`src/rtl/ifetch_queue.sv`:
```
// Instruction fetch front end: sequential request generator with credit-limited
// in-flight tracking and an in-order response queue feeding decode.
module ifetch_queue #(
  parameter int unsigned DEPTH    = 4,
  parameter logic [31:0] RESET_PC = 32'h0000_0000
) (
  input  logic        i_clk,
  input  logic        i_rst_n,
  input  logic        i_redirect_valid,
  input  logic [31:0] i_redirect_pc,
  output logic        o_imem_req_valid,
  output logic [31:0] o_imem_req_addr,
  input  logic        i_imem_req_ready,
  input  logic        i_imem_rsp_valid,
  input  logic [31:0] i_imem_rsp_data,
  input  logic        i_imem_rsp_err,
  output logic        o_insn_valid,
  output logic [31:0] o_insn,
  output logic [31:0] o_pc,
  output logic [31:0] o_pc_plus_4,
  output logic        o_insn_err,
  input  logic        i_insn_ready
);

  localparam int unsigned CW = $clog2(DEPTH + 1);
  localparam int unsigned AW = $clog2(DEPTH);
  localparam logic [CW:0]   LIMIT   = (CW+1)'(DEPTH);
  localparam logic [CW-1:0] ONE     = CW'(1);
  localparam logic [AW-1:0] PTR_ONE = AW'(1);

  logic [31:0]   insn_mem [DEPTH];
  logic [31:0]   pc_mem   [DEPTH];
  logic          err_mem  [DEPTH];
  logic [AW-1:0] rd_ptr, wr_ptr;
  logic [CW-1:0] count, outstanding, discard;
  logic [CW-1:0] count_next, outstanding_next;
  logic [31:0]   fetch_pc, rsp_pc;
  logic          active;
  logic [CW:0]   credits_used;
  logic          accept, deq, enq;

  // Queue slots plus in-flight requests share one credit pool so responses never overflow.
  assign credits_used     = {1'b0, count} + {1'b0, outstanding};
  assign o_imem_req_valid = active && (credits_used < LIMIT);
  assign o_imem_req_addr  = fetch_pc;

  assign accept = o_imem_req_valid && i_imem_req_ready;
  assign deq    = o_insn_valid && i_insn_ready;
  assign enq    = i_imem_rsp_valid && (discard == '0) && !i_redirect_valid;

  always_comb begin
    outstanding_next = outstanding;
    if (accept)           outstanding_next = outstanding_next + ONE;
    if (i_imem_rsp_valid) outstanding_next = outstanding_next - ONE;
  end

  always_comb begin
    count_next = count;
    if (enq && !deq)      count_next = count + ONE;
    else if (!enq && deq) count_next = count - ONE;
  end

  always_ff @(posedge i_clk) begin
    if (!i_rst_n) begin
      active      <= 1'b0;
      fetch_pc    <= RESET_PC;
      rsp_pc      <= RESET_PC;
      rd_ptr      <= '0;
      wr_ptr      <= '0;
      count       <= '0;
      outstanding <= '0;
      discard     <= '0;
    end else begin
      active      <= 1'b1;
      outstanding <= outstanding_next;
      if (i_redirect_valid) begin
        // Everything still in flight after this edge is stale, including this cycle's accept.
        fetch_pc <= i_redirect_pc;
        rsp_pc   <= i_redirect_pc;
        rd_ptr   <= wr_ptr;
        count    <= '0;
        discard  <= outstanding_next;
      end else begin
        if (accept) fetch_pc <= fetch_pc + 32'd4;
        if (i_imem_rsp_valid) begin
          if (discard != '0) begin
            discard <= discard - ONE;
          end else begin
            wr_ptr <= wr_ptr + PTR_ONE;
            rsp_pc <= rsp_pc + 32'd4;
          end
        end
        if (deq) rd_ptr <= rd_ptr + PTR_ONE;
        count <= count_next;
      end
    end
  end

  always_ff @(posedge i_clk) begin
    if (enq) begin
      insn_mem[wr_ptr] <= i_imem_rsp_data;
      pc_mem[wr_ptr]   <= rsp_pc;
      err_mem[wr_ptr]  <= i_imem_rsp_err;
    end
  end

  // Head fields read as zero when empty, which also yields the reset values.
  assign o_insn_valid = (count != '0);
  assign o_insn       = o_insn_valid ? insn_mem[rd_ptr] : '0;
  assign o_pc         = o_insn_valid ? pc_mem[rd_ptr] : '0;
  assign o_insn_err   = o_insn_valid && err_mem[rd_ptr];
  assign o_pc_plus_4  = o_pc + 32'd4;

  rsp_without_request: assert property (@(posedge i_clk) disable iff (!i_rst_n)
    i_imem_rsp_valid |-> (outstanding != '0));

endmodule
```
`config.mk`:
```
export PLATFORM = sky130hd
export DESIGN_NAME = ifetch_queue
export DESIGN_NICKNAME = d
export VERILOG_FILES = /design/src/rtl/ifetch_queue.sv
export SDC_FILE = /design/constraint.sdc
export NUM_CORES = 1
export LEC_CHECK = 0
export CORE_MARGIN = 2
export CORE_UTILIZATION = 59
export CTS_CLUSTER_DIAMETER = 30
export CTS_CLUSTER_SIZE = 16
export DETAILED_ROUTE_END_ITERATION = 8
export PLACE_DENSITY = 0.83
export SLEW_MARGIN = 5
export SYNTH_ARGS = -nofsm -noshare
export SYNTH_HDL_FRONTEND = slang
export SYNTH_SLANG_ARGS = --single-unit
```
`constraint.sdc`:
```
create_clock -name i_clk -period 6.1 [get_ports i_clk]
set_input_delay 1.22 -clock i_clk [delete_from_list [all_inputs] [get_ports i_clk]]
set_output_delay 1.22 -clock i_clk [all_outputs]
set_load 0.005 [all_outputs]
```
==> metrics.txt <==
outcome finished, final reports clean; Most used DFF post-synth edfxtp_1; R2R Setup Slk 3280 ps; P per Cell Area 347.1 nW/um^2; vias per cell 5.872; First-pass DRT Iterations 5; slew margin rel. approximately 30%; Cell variety after synth 61; post-synth top area cell edfxtp_1; Routed Antenna Nets 0; largest net degree at the start of global routing 91; register bit count reported by yosys 340; htree depth 2; Overflow after GRT 0; Sequential Area between 9000 and 10000 sq um; MaxCap Viol Count 0; WL/cell 20.88 um; dpl hpwl just under 20 mm; Int Power 4.955 mW; cell area after synthesis 14700 sq um; Final period util 87.24%; CP Buf/Inv Count 2; worst slew pin tran around 1000 ps; Clock Path Buffers 3; Seq pwr share 41.4%; CP cell instances buf_4 -> mux4_1 -> and4b_4 -> nand3_1 -> nor3_2 -> xor2_1 -> clkdlybuf4s50_1; Peak VDD IR 230.7 uV; Area after DPL 16890 sq um; port buffer count 201; core area about 24000 sq um; layout cell share with drive strength beyond 1 15.22%; All-Layer GR Usage 24.98%; Post-CTS Setup Inserts 0; Final Instance Area 18720 sq um; final worst path period need 5322 ps; # DRC 0; fill count between 1000 and 1500; syn avg cell area about 15 sq um; setup TNS 0 ps; clk sinks 340; Top Family by Delay on Critical Path buffers and inverters; Async S/R FF share, synth 0%; vias in the first global route just over 9000; synthesized instance count 983; total number of yosys warnings 0; critical path depth 7; clock transition at the registers of the reported paths 50 ps; FMAX 187.9 MHz; final max-slew violation count 0; total wire length roughly 33 mm; diode count 0; cts repair resizes 0; die height 161.8 um; R2R Path End discard[1]; crit-path max FO 34; CP max-delay cell dfxtp_4; Psw ~1.5 mW; Yosys top cell area share 53.12%; Clock Skew around 22 ps; clock root buffer clkbuf_16; initial drt markers roughly 670; final hold slack about 450 ps; Comb power frac between 10% and 20%; Post-CTS Hold Fix Bufs 0; R2R Path Start count[2]; Final GP Congestion roughly 0.83; Worst Setup EP o_pc_plus_4[25]; DP Worst Slack 1380 ps; Std-Cell Rows 57; setup violators final 0; Area Overhead vs Synth 27.36%; kind of critical path flop to output pin; CP startpoint kind flop; worst-skew pair later-pin latency 560 ps; number of synthesized flops with an enable pin between 200 and 300; critical path data arrival time 4100 ps; syn nets 1069; Net Sw Frac between 20% and 30%; antenna violations before repair 0; Critical Path RT 4880 ps; most frequent cell after synthesis edfxtp_1; top cells by area, synth edfxtp_1 53%, dfxtp_1 11%, mux4_2 7.5%, xor2_1 3.3%, mux4_1 3.2%; Final nets between 1000 and 1500; Multi-input gate area 4928 sq um; Initial Utilization about three fifths; Leakage 6.378 nW; TritonCTS Buffers 53; register area share after synthesis 64.02%; CTS tree done; post-route worst setup slack 778.1 ps; Reg2Reg Depth 10; largest stage delay on the critical path 790 ps; Min-Delay Path Class flop to flop; RSZ-0062 raised after global routing false; Die W 161.8 um; endpoints failing hold 0; IO Count a little over 200; via count about 9200; synth cell count leaders 260 x edfxtp_1, 80 x dfxtp_1, 68 x a21oi_1; die area 26190 sq um; Clock Power Share 46.6%; first-pass GRT wire length between 50 and 60 mm; Crit. End Element output pin
==> layer usage <==
layer / track usage (%) / wire, um / part of all wire (%)
met2: 41.76 / 16140 / 49
met1: 33.59 / 13300 / 41
met4: 8.327 / 895 / 2.7
met5: 0 / 0 / 0
met3: 4.494 / 2364 / 7.2
==> worst reg2reg max path, stage by stage (launching register included) <==
cell and delay, ps:
dfxtp_1 340, ha_1 310, nor4b_2 390, and3_1 440
mux2_2 390, inv_1 60, ha_1 220, nand2_1 60
o21ai_0 110, or2_2 290, a21oi_1 130
==> layout make-up <==
type | count | share of cell area [%]
flip-flops and latches | 340 | 50.31
clock buffers | 64 | 7.807
clock inverters | 35 | 1.979
well taps | 324 | 2.166
multi-input cells | 576 | 26.33
inverters | 19 | 0.3810
repair buffers | 208 | 11.03
==> registers in the layout, indices dropped and copies added (netlist names), named ones only <==
signal	cells
insn_mem	128
pc_mem	128
o_imem_req_addr	32
rsp_pc	32
err_mem	4
count	3
discard	3
outstanding	3
rd_ptr	2
wr_ptr	2
active	1
==> layout by cell type, fill, tap and decap left out, drive strengths merged, types with 2 or more instances in the layout <==
master         instances
mux2i                  6
nor3                   8
and2                  61
edfxtp               260
and4                   9
inv                   29
a211oi                 5
mux2                   3
ha                    14
bufinv                 5
o211ai                 3
or2                    5
xor2                  56
nand2                 64
a21oi                 68
dfxtp                 80
and2b                  2
nor2                  37
or3                    3
nand3                 33
nand4                 20
and3                  17
clkbuf                64
clkinvlp               7
mux4                  67
a31oi                  2
buf                    7
o21ai                 36
and3b                  2
nand4b                 2
xnor2                 36
clkinv                13
clkdlybuf4s50        201
nor4                   5
==> worst min-delay path by stage <==
stage                            start            endpoint  slack [ps]  cells after the start
floorplan           o_imem_req_addr[0]  o_imem_req_addr[0]         450                      2
CTS                 o_imem_req_addr[0]  o_imem_req_addr[0]         460                      2
detailed placement  o_imem_req_addr[0]  o_imem_req_addr[0]         450                      2
global placement    o_imem_req_addr[1]  o_imem_req_addr[1]         450                      2
finish              o_imem_req_addr[0]  o_imem_req_addr[0]         450                      2
global route        o_imem_req_addr[0]  o_imem_req_addr[0]         480                      2
==> power by group through the flow <==
stage | sequential (mW) | combinational, mW | clock (mW)
after CTS | 2.69 | 0.782 | 3.06
after floorplan | 2.70 | 0.436 | 0
after global routing | 2.70 | 0.837 | 3.16
after global placement | 2.73 | 0.756 | 0
after detailed placement | 2.73 | 0.769 | 0
final | 2.69 | 0.778 | 3.03
==> through the flow <==
step           utilization [%]  power (mW)  std cells
2_1_floorplan                -       3.131        983
3_3_place_gp             69.23       3.481       1467
3_5_place_dp             69.23       3.501       1467
4_1_cts                  76.74       6.531       1566
5_1_grt                  76.74       6.695       1566
6_report                 76.74       6.497       1566
==> kinds of logic (layout without fill, tap and decap cells) <==
kind of cell	after synthesis	count (layout)	share of synthesized area [%]
buf+inv	67	326	2.580
fa+ha+maj	15	15	1.328
compound gates	119	119	4.589
xor+xnor	92	92	5.483
flops	340	340	64.02
mux	76	76	11.37
simple gates	274	274	10.63
No activity file was read; power rests on OpenSTA's default activity.
